$ cat config.mk
export PLATFORM = sky130hd
export DESIGN_NAME = uart_rx_core
export DESIGN_NICKNAME = d
export VERILOG_FILES = /design/src/rtl/uart_pkg.sv /design/src/rtl/uart_rx_sync.sv /design/src/rtl/uart_rx_core.sv
export SDC_FILE = /design/constraint.sdc
export NUM_CORES = 1
export LEC_CHECK = 0
export BUFFER_PORTS_ARGS = -buffer_cell sky130_fd_sc_hd__buf_4
export CAP_MARGIN = 30
export CORE_UTILIZATION = 50
export DETAILED_ROUTE_END_ITERATION = 6
export GPL_TIMING_DRIVEN = 0
export PLACE_DENSITY = 0.78
export SETUP_SLACK_MARGIN = 0.3
export SLEW_MARGIN = 20
export SYNTH_ARGS = -nofsm -noshare
export SYNTH_HDL_FRONTEND = slang
export SYNTH_SLANG_ARGS = --single-unit
$ cat constraint.sdc
create_clock -name Sys_clock -period 2 [get_ports Sys_clock]
set_input_delay 0.3 -clock Sys_clock [delete_from_list [all_inputs] [get_ports Sys_clock]]
set_output_delay 0.3 -clock Sys_clock [all_outputs]
set_load 0.02 [all_outputs]
$ cat src/rtl/uart_pkg.sv
// -----------------------------------------------------------------------------
// uart_pkg
// Shared definitions for the UART receiver:
//   - OVERSAMPLE_DEFAULT / WORD_SIZE_DEFAULT : default parameter values
//   - *_CODE localparams                     : fixed state encodings
//   - uart_rx_state_e                        : receiver FSM state type
// Optional feature macro: UART_RX_PARITY_EN adds the PAR state.
// -----------------------------------------------------------------------------
package uart_pkg;

    localparam int OVERSAMPLE_DEFAULT = 8;
    localparam int WORD_SIZE_DEFAULT  = 8;

    // Encodings are pinned so they stay stable for anything that decodes
    // the state register by value.
    localparam logic [2:0] IDLE_CODE  = 3'd0;
    localparam logic [2:0] START_CODE = 3'd1;
    localparam logic [2:0] DATA_CODE  = 3'd2;
    localparam logic [2:0] STOP_CODE  = 3'd3;
`ifdef UART_RX_PARITY_EN
    localparam logic [2:0] PAR_CODE   = 3'd4;
`endif

    typedef enum logic [2:0] {
        IDLE  = IDLE_CODE,
        START = START_CODE,
        DATA  = DATA_CODE,
        STOP  = STOP_CODE
`ifdef UART_RX_PARITY_EN
        ,
        PAR   = PAR_CODE
`endif
    } uart_rx_state_e;

endpackage

$ cat src/rtl/uart_rx_sync.sv
// -----------------------------------------------------------------------------
// uart_rx_sync
// Two-flop synchroniser for a signal asynchronous to clk, with an optional
// registered rising-edge detector.
//   EDGE_MODE = 0 : dout is the synchronised level (2 cycles latency)
//   EDGE_MODE = 1 : dout is a one-cycle pulse per rising edge of din
//                   (3 cycles latency from the din edge)
//   RESET_VAL     : value the synchroniser flops take during reset
// Ports:
//   clk   : clock
//   reset : asynchronous active-high reset
//   din   : asynchronous input
//   dout  : synchronised level or edge pulse, depending on EDGE_MODE
// -----------------------------------------------------------------------------
module uart_rx_sync #(
    parameter bit RESET_VAL = 1'b0,
    parameter bit EDGE_MODE = 1'b0
) (
    input  logic clk,
    input  logic reset,
    input  logic din,
    output logic dout
);

    logic meta_reg;
    logic sync_reg;

    always_ff @(posedge clk or posedge reset) begin
        if (reset) begin
            meta_reg <= RESET_VAL;
            sync_reg <= RESET_VAL;
        end else begin
            meta_reg <= din;
            sync_reg <= meta_reg;
        end
    end

    generate
        if (EDGE_MODE) begin : g_edge
            logic prev_reg;
            logic rise_reg;

            // The pulse is registered so downstream logic sees a clean flop
            // output rather than a combinational compare of two stages.
            always_ff @(posedge clk or posedge reset) begin
                if (reset) begin
                    prev_reg <= RESET_VAL;
                    rise_reg <= 1'b0;
                end else begin
                    prev_reg <= sync_reg;
                    rise_reg <= sync_reg & ~prev_reg;
                end
            end

            assign dout = rise_reg;
        end else begin : g_level
            assign dout = sync_reg;
        end
    endgenerate

endmodule

$ cat src/rtl/uart_rx_core.sv
// -----------------------------------------------------------------------------
// uart_rx_core
// Oversampling UART receiver (LSB first, 1 start bit, WORD_SIZE data bits,
// optional even parity, 1 stop bit). All FSM/counter activity advances only
// on 'tick', derived from rising edges of the asynchronous Sample_clock.
// Optional feature macro: UART_RX_PARITY_EN (adds PAR state and Error3).
// Parameters:
//   WORD_SIZE  : data bits per frame (2 or more)
//   OVERSAMPLE : Sample_clock edges per bit, power of two, 4 or more
// Ports:
//   Sys_clock          : system clock, rising edge
//   reset              : asynchronous active-high reset
//   Sample_clock       : oversample clock (asynchronous to Sys_clock)
//   Serial_in          : serial line, idle high
//   read_not_ready_in  : one-cycle host acknowledge of the held word
//   RCV_datareg        : received word
//   read_not_ready_out : an unread word is held
//   Error1             : overrun (word overwritten before acknowledge)
//   Error2             : framing error (stop bit sampled low)
//   Error3             : parity error (only with UART_RX_PARITY_EN)
// -----------------------------------------------------------------------------
module uart_rx_core
    import uart_pkg::*;
#(
    parameter int WORD_SIZE  = WORD_SIZE_DEFAULT,
    parameter int OVERSAMPLE = OVERSAMPLE_DEFAULT
) (
    input  logic                 Sys_clock,
    input  logic                 reset,
    input  logic                 Sample_clock,
    input  logic                 Serial_in,
    input  logic                 read_not_ready_in,
    output logic [WORD_SIZE-1:0] RCV_datareg,
    output logic                 read_not_ready_out,
    output logic                 Error1,
    output logic                 Error2
`ifdef UART_RX_PARITY_EN
    ,
    output logic                 Error3
`endif
);

    localparam int SW = $clog2(OVERSAMPLE);
    localparam int BW = (WORD_SIZE > 1) ? $clog2(WORD_SIZE) : 1;

    localparam logic [SW-1:0] CNT_HALF = SW'(OVERSAMPLE / 2 - 1);
    localparam logic [SW-1:0] CNT_LAST = SW'(OVERSAMPLE - 1);
    localparam logic [BW-1:0] BIT_LAST = BW'(WORD_SIZE - 1);

    logic tick;
    logic rx;

    // Sample_clock: edge pulse, idle-low synchroniser.
    uart_rx_sync #(
        .RESET_VAL (1'b0),
        .EDGE_MODE (1'b1)
    ) u_sample_sync (
        .clk   (Sys_clock),
        .reset (reset),
        .din   (Sample_clock),
        .dout  (tick)
    );

    // Serial_in: level, idle-high synchroniser so reset never looks like a start bit.
    uart_rx_sync #(
        .RESET_VAL (1'b1),
        .EDGE_MODE (1'b0)
    ) u_serial_sync (
        .clk   (Sys_clock),
        .reset (reset),
        .din   (Serial_in),
        .dout  (rx)
    );

    uart_rx_state_e      state_reg,      state_next;
    logic [SW-1:0]       sample_cnt_reg, sample_cnt_next;
    logic [BW-1:0]       bit_cnt_reg,    bit_cnt_next;
    logic [WORD_SIZE-1:0] shift_reg,     shift_next;
    logic [WORD_SIZE-1:0] data_reg,      data_next;
    logic                ready_reg,      ready_next;
    logic                err1_reg,       err1_next;
    logic                err2_reg,       err2_next;
`ifdef UART_RX_PARITY_EN
    logic                err3_reg,       err3_next;
`endif

    always_comb begin
        state_next      = state_reg;
        sample_cnt_next = sample_cnt_reg;
        bit_cnt_next    = bit_cnt_reg;
        shift_next      = shift_reg;
        data_next       = data_reg;
        // The host acknowledge acts on every Sys_clock edge, not only on ticks.
        ready_next      = ready_reg & ~read_not_ready_in;
        err1_next       = err1_reg  & ~read_not_ready_in;
        err2_next       = err2_reg  & ~read_not_ready_in;
`ifdef UART_RX_PARITY_EN
        err3_next       = err3_reg  & ~read_not_ready_in;
`endif

        if (tick) begin
            case (state_reg)
                IDLE: begin
                    if (!rx) begin
                        state_next      = START;
                        sample_cnt_next = '0;
                    end
                end

                START: begin
                    // Re-check the line mid start bit; a short low pulse is
                    // treated as noise and dropped.
                    if (sample_cnt_reg == CNT_HALF) begin
                        sample_cnt_next = '0;
                        bit_cnt_next    = '0;
                        state_next      = rx ? IDLE : DATA;
                    end else begin
                        sample_cnt_next = sample_cnt_reg + SW'(1);
                    end
                end

                DATA: begin
                    if (sample_cnt_reg == CNT_LAST) begin
                        sample_cnt_next = '0;
                        // LSB first: new bit enters at the MSB, word shifts right.
                        shift_next      = WORD_SIZE'({rx, shift_reg} >> 1);
                        if (bit_cnt_reg == BIT_LAST) begin
                            bit_cnt_next = '0;
`ifdef UART_RX_PARITY_EN
                            state_next   = PAR;
`else
                            state_next   = STOP;
`endif
                        end else begin
                            bit_cnt_next = bit_cnt_reg + BW'(1);
                        end
                    end else begin
                        sample_cnt_next = sample_cnt_reg + SW'(1);
                    end
                end

`ifdef UART_RX_PARITY_EN
                PAR: begin
                    if (sample_cnt_reg == CNT_LAST) begin
                        sample_cnt_next = '0;
                        // Even parity: data plus parity bit must hold an even
                        // number of ones.
                        if (^{shift_reg, rx}) begin
                            err3_next = 1'b1;
                        end
                        state_next = STOP;
                    end else begin
                        sample_cnt_next = sample_cnt_reg + SW'(1);
                    end
                end
`endif

                STOP: begin
                    if (sample_cnt_reg == CNT_LAST) begin
                        sample_cnt_next = '0;
                        data_next       = shift_reg;
                        // The load beats a same-cycle acknowledge; overrun only
                        // counts if the old word was not consumed this cycle.
                        ready_next      = 1'b1;
                        err1_next       = err1_next | (ready_reg & ~read_not_ready_in);
                        err2_next       = err2_next | ~rx;
                        state_next      = IDLE;
                    end else begin
                        sample_cnt_next = sample_cnt_reg + SW'(1);
                    end
                end

                default: begin
                    state_next      = IDLE;
                    sample_cnt_next = '0;
                    bit_cnt_next    = '0;
                end
            endcase
        end
    end

    always_ff @(posedge Sys_clock or posedge reset) begin
        if (reset) begin
            state_reg      <= IDLE;
            sample_cnt_reg <= '0;
            bit_cnt_reg    <= '0;
            shift_reg      <= '0;
            data_reg       <= '0;
            ready_reg      <= 1'b0;
            err1_reg       <= 1'b0;
            err2_reg       <= 1'b0;
`ifdef UART_RX_PARITY_EN
            err3_reg       <= 1'b0;
`endif
        end else begin
            state_reg      <= state_next;
            sample_cnt_reg <= sample_cnt_next;
            bit_cnt_reg    <= bit_cnt_next;
            shift_reg      <= shift_next;
            data_reg       <= data_next;
            ready_reg      <= ready_next;
            err1_reg       <= err1_next;
            err2_reg       <= err2_next;
`ifdef UART_RX_PARITY_EN
            err3_reg       <= err3_next;
`endif
        end
    end

    assign RCV_datareg        = data_reg;
    assign read_not_ready_out = ready_reg;
    assign Error1             = err1_reg;
    assign Error2             = err2_reg;
`ifdef UART_RX_PARITY_EN
    assign Error3             = err3_reg;
`endif

endmodule

==> results of run 1 <==
synth_stat cells (2+ instances only):
cell	n	area, µm²
a21oi_1	3	15.0
dfrtp_1	31	776
dfstp_2	2	52.6
ha_1	10	125
inv_1	9	33.8
mux2_1	2	22.5
mux2_2	8	90.1
mux2i_1	2	20.0
nand2_1	30	113
nand2b_1	2	12.5
nand3_1	3	15.0
nor2_1	4	15.0
nor2b_1	2	12.5
nor3_1	2	10.0
o21ai_0	2	10.0
o32a_1	2	20.0
power breakdown:
| part | switching [mW] | total (mW) | internal, mW |
|---|---|---|---|
| Clock | 0.219 | 0.518 | 0.298 |
| Combinational | 0.286 | 0.535 | 0.249 |
| Sequential | 0.0659 | 0.800 | 0.734 |
| Total | 0.571 | 1.85 | 1.28 |
cell families after synthesis:
kind of cell | Yosys count | synth area share
fa+ha+maj | 10 | 0.0869
compound gates | 12 | 0.0565
mux | 12 | 0.0921
flops | 33 | 0.575
simple gates | 49 | 0.161
buf+inv | 11 | 0.0287
worst reg2reg max path: cells and delay by family (launching register included):
kind / cells / cell delay [ns]
AOI/OAI and AO/OA: 2 / 0.42
adders and majority gates: 1 / 0.24
buffers and inverters: 1 / 0.16
DFF: 1 / 0.42
and+or+nand+nor: 2 / 0.30
how the worst max path moves through the flow:
stage              endpoint  slack (ns)
2_1_floorplan  state_reg[1]        0.46
5_1_grt        state_reg[1]        0.28
3_5_place_dp   state_reg[1]        0.26
4_1_cts        state_reg[1]        0.31
6_report       state_reg[1]        0.36
3_3_place_gp   state_reg[1]        0.34
metrics by stage:
| step | worst slack (ns) | hold WS, ns | cell area, µm² | total power, mW | std cells |
|---|---|---|---|---|---|
| final | 0.360 | 0.0622 | 1730 | 1.85 | 185 |
| after global routing | 0.282 | 0.0447 | 1730 | 1.96 | 185 |
| after CTS | 0.311 | 0.0576 | 1690 | 1.77 | 182 |
| after detailed placement | 0.261 | 0.347 | 1590 | 1.23 | 173 |
| after global placement | 0.337 | 0.337 | 1590 | 1.19 | 173 |
| after floorplan | 0.457 | 0.304 | 1440 | 1.13 | 127 |
area by class of cell:
cell class | count | area, µm² | area share
well taps | 31 | 38.8 | 0.0224
repair buffers | 19 | 143 | 0.0825
plain buffers | 1 | 5.00 | 0.00290
multi-input cells | 83 | 589 | 0.341
clock inverters | 1 | 30.0 | 0.0174
inverters | 10 | 37.5 | 0.0217
clock buffers | 7 | 55.1 | 0.0319
flip-flops and latches | 33 | 830 | 0.480
what timing repair did:
item / 4_1_cts / 5_1_grt
gates resized for setup: 1 / 6
buffers inserted: 1 / 3
endpoints found under the setup margin: 4 / 5
per-layer routing:
metal / wire (µm) / GRT usage / up-vias
met5: 0 / 0 / -
met4: 57 / 0.0893 / 0
met3: 118 / 0.0628 / 6
met2: 1250 / 0.287 / 24
met1: 1150 / 0.212 / 478
li1: - / - / 482
==> reports/metrics.csv, run 1 <==
metric;value;unit
cts_buffers;5;
clkSinkCount;33;
wire_per_inst;13.9;µm
synthesis.nets;142;
drc;0;
rsz0062_at_grt;true;
r2r.worst_path.cells;6;
dr.pass1.iters;4;
fill_cells;215;
antenna_cells;0;
fin_util;0.632;
drt.antenna.violating_nets;0;
clk_latency;0.33;ns
synth_warnings;0;
crit_family;compound AO/OA/AOI/OAI gates;
r2r_start;state_reg[0];
start_util;0.527;
finalCriticalPeriod;1.64;ns
fmaxAchievable;610;MHz
synthCells;127;
cts_tree;built;
r2r_slack;0.36;ns
critical_path_depth;6;
ios;16;
status;finished, final reports clean;
p_leak;0.908;nW
port_buffers;15;
drtIter0Drc;23;
cp.required;2.22;ns
final.setup.tns;0;ns
syn2layout_area_growth;20.0;%
syn_avg_cell_area;11.3;µm²
grt-ovfl-total;0;
vias;990;
cp_slowest_cell;dfrtp_1;
synth-seq-cells;33;
finalHoldViolCount;0;
ys_types;29;
hold_class;input pin to asynchronous set/reset pin;
routed_via_density;5.35;
mostFrequentLayoutCells;dfrtp_1 (30), nand2_1 (30), buf_4 (19);
arrival;1.85;ns
worst_slew_pin_slew;0.664;ns
cts_hold_buf;0;
path_cells;buf_4, ha_1, nor2_2, o21ai_2, and2_4, o32a_1;
synth_enable_flop_cells;0;
placementRows;19;
powerDensity;1070;nW/µm²
slowest_delay;0.42;ns
final_layout_size_suffix_gt1_frac;0.292;
setup_violations;0;
grt_usage;0.179;
routed_wl;2.57;mm
drv_cap;0;
cts-root-buf;clkbuf_4;
cp_max_fo;3;
fin_nets;168;
die_area;3100;µm²
start_kind;register;
clk_pin_slew;0.10;ns
synthesis.area;1440;µm²
max_slew_margin;0.557;
dp_hpwl;1.73;mm
worst_clock_skew;0.00818;ns
core-area;2730;µm²
crit_path_start;state_reg[0];
cts_buffer_depth;2;
grt_pass1_wl;4.14;mm
ys_seq_area_frac;0.575;
grt_max_degree;34;
peakVddDrop;0.00108;V
chipWidth;55.7;µm
critPathBufInv;1;
die_h;55.7;µm
ys.flop_type;dfrtp_1;
cp-end-kind;register;
first_global_vias;976;
async_flop_share;1.00;
htree_levels;2;
place_congestion;0.801;
worstSetupPathType;register to register;
period_share;0.820;
drv_slew;0;
rr_endpoint;state_reg[1];
grt_antenna_before_repair;0;
(Power assumes the default switching activity.)
==> run 2: changes to the inputs <==
==> constraint.sdc (replaced) <==
create_clock -name Sys_clock -period 1.6 [get_ports Sys_clock]
set_input_delay 0.24 -clock Sys_clock [delete_from_list [all_inputs] [get_ports Sys_clock]]
set_output_delay 0.24 -clock Sys_clock [all_outputs]
set_load 0.02 [all_outputs]
==> reports/metrics.csv, run 2 (synthesis results as in run 1) <==
metric;value;unit;change
place_congestion;0.875;;+9.3%
grt_antenna_before_repair;0;;unchanged
start_util;0.527;;unchanged
r2r.worst_path.cells;6;;unchanged
fmaxAchievable;634;MHz;+4.0%
dp_hpwl;1.80;mm;+4.3%
final_common_cell;nand2_1;;
crit_path_start;state_reg[0];;
cts_tree;built;;
p_sw;795;µW;+39%
htree_levels;2;;unchanged
p_leak;0.960;nW;+5.6%
final_layout_size_suffix_gt1_frac;0.407;;+0.115
r2r_start;state_reg[0];;
die_area;3100;µm²;unchanged
wire_per_inst;14.4;µm;+3.5%
max_slew_margin;0.547;;-0.00937
worst_slew_pin_slew;0.678;ns;+0.0140 ns
setup_ws;0.0226;ns;-0.338 ns
pwr-share-clk;0.253;;-0.026
cts-root-buf;clkbuf_4;;
p_seq_frac;0.409;;-0.023
clk_latency;0.34;ns;about the same
p_int;1.76;mW;+37%
arrival;1.79;ns;-0.06 ns
grt_pass1_wl;4.45;mm;+7.5%
p_sw_frac;0.311;;+0.00275
grt_max_degree;34;;unchanged
mostFrequentLayoutCells;nand2_1 (30), dfrtp_1 (28), buf_4 (22);;
drv_slew;0;;unchanged
placementRows;19;;unchanged
vias;1012;;+2.2%
core-area;2730;µm²;unchanged
pre_cts_ws;0.0468;ns;-0.214 ns
rsz0062_at_grt;true;;
cp.required;1.82;ns;-0.40 ns
fin_total_pwr;2.56;mW;+38%
hp-start;Sample_clock;;
finalCriticalPeriod;1.58;ns;-0.0624 ns
peakVddDrop;0.000962;V;-11%
setup_violations;0;;unchanged
hold_class;input pin to register;;
first_global_vias;976;;unchanged
fin_nets;176;;+4.8%
worstSetupPathType;register to register;;
dr.pass1.iters;6;;+2
status;finished with violations;;
routed_via_density;5.24;;-2.0%
syn2layout_area_growth;31.8;%;
drc;2;;+2
min_to;u_sample_sync.meta_reg;;
finalHoldViolCount;0;;unchanged
chipWidth;55.7;µm;unchanged
grt-ovfl-total;0;;unchanged
p_comb_frac;0.338;;+0.049
rr_endpoint;bit_cnt_reg[1];;
worst_clock_skew;0.0148;ns;+0.00663 ns
cp-end-kind;register;;
drt.antenna.violating_nets;0;;unchanged
fin_util;0.694;;+0.0622
clkSinkCount;33;;unchanged
drtIter0Drc;17;;-26%
die_h;55.7;µm;unchanged
period_share;0.986;;+0.166
antenna_cells;0;;unchanged
r2r_slack;0.02;ns;-0.34 ns
grt_usage;0.190;;+0.0118
cp_max_fo;5;;+2
cts_buffers;5;;unchanged
powerDensity;1350;nW/µm²;+26%
clk_pin_slew;0.10;ns;about the same
drv_cap;0;;unchanged
start_kind;register;;
port_buffers;15;;unchanged
violations;design-rule violations;;
min_path_cells;1;;
cts_buffer_depth;2;;unchanged
routed_wl;2.78;mm;+8.0%
ios;16;;unchanged
fill_cells;191;;-11%
==> run 2: power by group through the flow <==
stage	Sequential (mW)	Combinational, mW	Clock (mW)
CTS	1.04	0.702	0.664
finish	1.05	0.865	0.646
global route	1.06	0.955	0.694
global placement	1.04	0.549	0
detailed placement	1.05	0.587	0
floorplan	1.02	0.475	0
==> run 2: per-stage QoR <==
step / instance area [µm²] / TNS, ns / hold slack [ns] / std cells
6_report: 1900 / 0 / 0.0173 / 193
5_1_grt: 1900 / -0.0904 / 0.000758 / 193
4_1_cts: 1810 / 0 / 0.000367 / 188
3_5_place_dp: 1630 / 0 / 0.346 / 173
3_3_place_gp: 1630 / 0 / 0.342 / 173
2_1_floorplan: 1480 / 0 / 0.244 / 127
==> run 2: per-layer routing <==
metal	part of all wire	vias to the layer above	GRT usage	wire [µm]
met5	0	-	0	0
met4	0.020	0	0.0893	55
met3	0.030	6	0.0558	82
met2	0.48	20	0.306	1350
met1	0.47	489	0.236	1300
li1	-	497	-	-
==> run 2: final cells by class <==
type                            instances  area [µm²]  share of cell area
Multi-Input combinational cell         83         667               0.351
Buffer                                  1        13.8             0.00725
Clock inverter                          1        30.0              0.0158
Inverter                               10        42.5              0.0224
Sequential cell                        33         832               0.438
Clock buffer                            7        55.1              0.0290
Tap cell                               31        38.8              0.0204
Timing Repair Buffer                   27         219               0.115
==> run 2: worst max-delay path, cell delays in order (launching register included) <==
cell and delay [ns]:
dfrtp_2 0.47, inv_4 0.06, ha_4 0.17, mux2i_1 0.13, o2bb2ai_1 0.16, nand3_2 0.15, mux2_4 0.33
==> run 2: worst max path at each step <==
| stage | to | slack [ns] | depth (start not counted) |
|---|---|---|---|
| 5_1_grt | bit_cnt_reg[1] | -0.03 | 6 |
| 3_3_place_gp | bit_cnt_reg[1] | 0.07 | 6 |
| 3_5_place_dp | bit_cnt_reg[1] | 0.05 | 6 |
| 6_report | bit_cnt_reg[1] | 0.02 | 6 |
| 2_1_floorplan | bit_cnt_reg[0] | 0.16 | 6 |
| 4_1_cts | bit_cnt_reg[1] | 0.04 | 6 |
==> run 2: timing repair <==
action                                  in CTS  in global routing
setup buffers                                5                  4
endpoints found under the hold margin        2                  0
gates resized for setup                      9                 14
gates cloned                                 0                  1
hold buffers                                 2                  0
pin swaps                                    2                  5
endpoints found under the setup margin      25                 27
==> run 3: changes to the inputs <==
--- a/config.mk
+++ b/config.mk
@@ -11,6 +11,7 @@
 export DETAILED_ROUTE_END_ITERATION = 6
 export GPL_TIMING_DRIVEN = 0
 export PLACE_DENSITY = 0.78
+export RECOVER_POWER = 50
 export SETUP_SLACK_MARGIN = 0.3
 export SLEW_MARGIN = 20
 export SYNTH_ARGS = -nofsm -noshare
==> reports/metrics.csv, run 3 (synthesis results as in run 1) <==
metric;value;unit;change
setup_ws;0.0222;ns;-0.000326 ns
fmaxAchievable;634;MHz;about the same
routed_via_density;5.32;;+1.4%
cts_tree;built;;
syn2layout_area_growth;30.8;%;
worst_clock_skew;0.0148;ns;+0.0000361 ns
clk_latency;0.34;ns;about the same
routed_wl;2.78;mm;about the same
vias;1026;;+1.4%
pre_cts_ws;0.0468;ns;unchanged
ios;16;;unchanged
p_seq_frac;0.409;;about the same
min_to;u_sample_sync.meta_reg;;
arrival;1.79;ns;about the same
worstSetupPathType;register to register;;
finalCriticalPeriod;1.58;ns;+0.000326 ns
p_int;1.76;mW;about the same
fin_util;0.689;;-0.00549
first_global_vias;976;;unchanged
dp_hpwl;1.80;mm;unchanged
min_path_cells;1;;unchanged
setup_violations;0;;unchanged
clk_pin_slew;0.10;ns;about the same
start_util;0.527;;unchanged
drtIter0Drc;18;;+1
p_sw_frac;0.311;;about the same
placementRows;19;;unchanged
cts_buffer_depth;2;;unchanged
drv_cap;0;;unchanged
cp-end-kind;register;;
p_comb_frac;0.338;;about the same
fin_total_pwr;2.56;mW;about the same
max_slew_margin;0.549;;+0.00159
dr.pass1.iters;4;;-2
r2r_slack;0.02;ns;about the same
hold_class;input pin to register;;
cts-root-buf;clkbuf_4;;
period_share;0.986;;about the same
drc;0;;-2
grt-ovfl-total;0;;unchanged
worst_slew_pin_slew;0.676;ns;-0.00239 ns
hold_slack;0.0404;ns;+0.0231 ns
p_leak;0.942;nW;-1.8%
r2r_start;state_reg[0];;
drv_slew;0;;unchanged
grt_max_degree;34;;unchanged
chipWidth;55.7;µm;unchanged
antenna_cells;0;;unchanged
rsz0062_at_grt;true;;
pwr-share-clk;0.253;;about the same
drt.antenna.violating_nets;0;;unchanged
grt_pass1_wl;4.45;mm;unchanged
cts_buffers;5;;unchanged
cp_max_fo;5;;unchanged
cp.required;1.82;ns;about the same
fin_nets;176;;unchanged
finalHoldViolCount;0;;unchanged
place_congestion;0.875;;unchanged
final_layout_size_suffix_gt1_frac;0.383;;-0.0247
powerDensity;1360;nW/µm²;+0.76%
core-area;2730;µm²;unchanged
r2r.worst_path.cells;6;;unchanged
htree_levels;2;;unchanged
status;finished, final reports clean;;
grt_usage;0.190;;unchanged
port_buffers;15;;unchanged
wire_per_inst;14.4;µm;about the same
grt_antenna_before_repair;0;;unchanged
clkSinkCount;33;;unchanged
rr_endpoint;bit_cnt_reg[1];;
hp-start;Sample_clock;;
p_sw;795;µW;about the same
start_kind;register;;
die_h;55.7;µm;unchanged
peakVddDrop;0.000962;V;about the same
mostFrequentLayoutCells;nand2_1 (30), dfrtp_1 (28), buf_4 (15);;
final_common_cell;nand2_1;;
die_area;3100;µm²;unchanged
==> run 3: routing by layer <==
| layer | track usage | part of all wire | vias up |
|---|---|---|---|
| met3 | 0.0558 | 0.033 | 6 |
| li1 | - | - | 500 |
| met2 | 0.306 | 0.48 | 22 |
| met4 | 0.0893 | 0.020 | 0 |
| met1 | 0.236 | 0.47 | 498 |
| met5 | 0 | 0 | - |
==> run 3: how the worst max path moves through the flow <==
stage	endpoint	cells past startpoint	slack, ns	start
5_1_grt	bit_cnt_reg[1]	6	-0.03	state_reg[0]
3_3_place_gp	bit_cnt_reg[1]	6	0.07	state_reg[0]
3_5_place_dp	bit_cnt_reg[1]	6	0.05	state_reg[0]
2_1_floorplan	bit_cnt_reg[0]	6	0.16	state_reg[0]
4_1_cts	bit_cnt_reg[1]	6	0.04	state_reg[0]
6_report	bit_cnt_reg[1]	6	0.02	state_reg[0]
==> run 3: area by class of cell <==
cell class,instances,area (µm²)
fill,195,851
sequential,33,832
multi-input combinational,83,667
timing repair buffer,27,204
clock buffer,7,55.1
inverter,10,42.5
tap,31,38.8
clock inverter,1,30.0
buffer,1,13.8
==> run 3: critical path: stages, from the launching register on <==
cell and delay, ns:
dfrtp_2 0.47, inv_4 0.06, ha_4 0.17, mux2i_1 0.13
o2bb2ai_1 0.16, nand3_2 0.15, mux2_4 0.33
==> run 3: through the flow <==
stage	instance area, µm²	std cells	TNS [ns]
finish	1880	193	0
global route	1880	193	-0.0904
CTS	1810	188	0
detailed placement	1630	173	0
global placement	1630	173	0
floorplan	1480	127	0
==> run 3: timing repair <==
action,in CTS,in global routing
pin swaps,2,5
resized for setup,9,14
cloned,0,1
hold endpoints to repair,2,0
hold buffers,2,0
buffers inserted,5,4
setup endpoints to repair,25,27
==> run 3: power groups by stage <==
stage	registers (mW)	logic (mW)	clock network (mW)
after detailed placement	1.05	0.587	0
after CTS	1.04	0.702	0.664
after global routing	1.06	0.954	0.694
after floorplan	1.02	0.475	0
after global placement	1.04	0.549	0
final	1.05	0.864	0.646
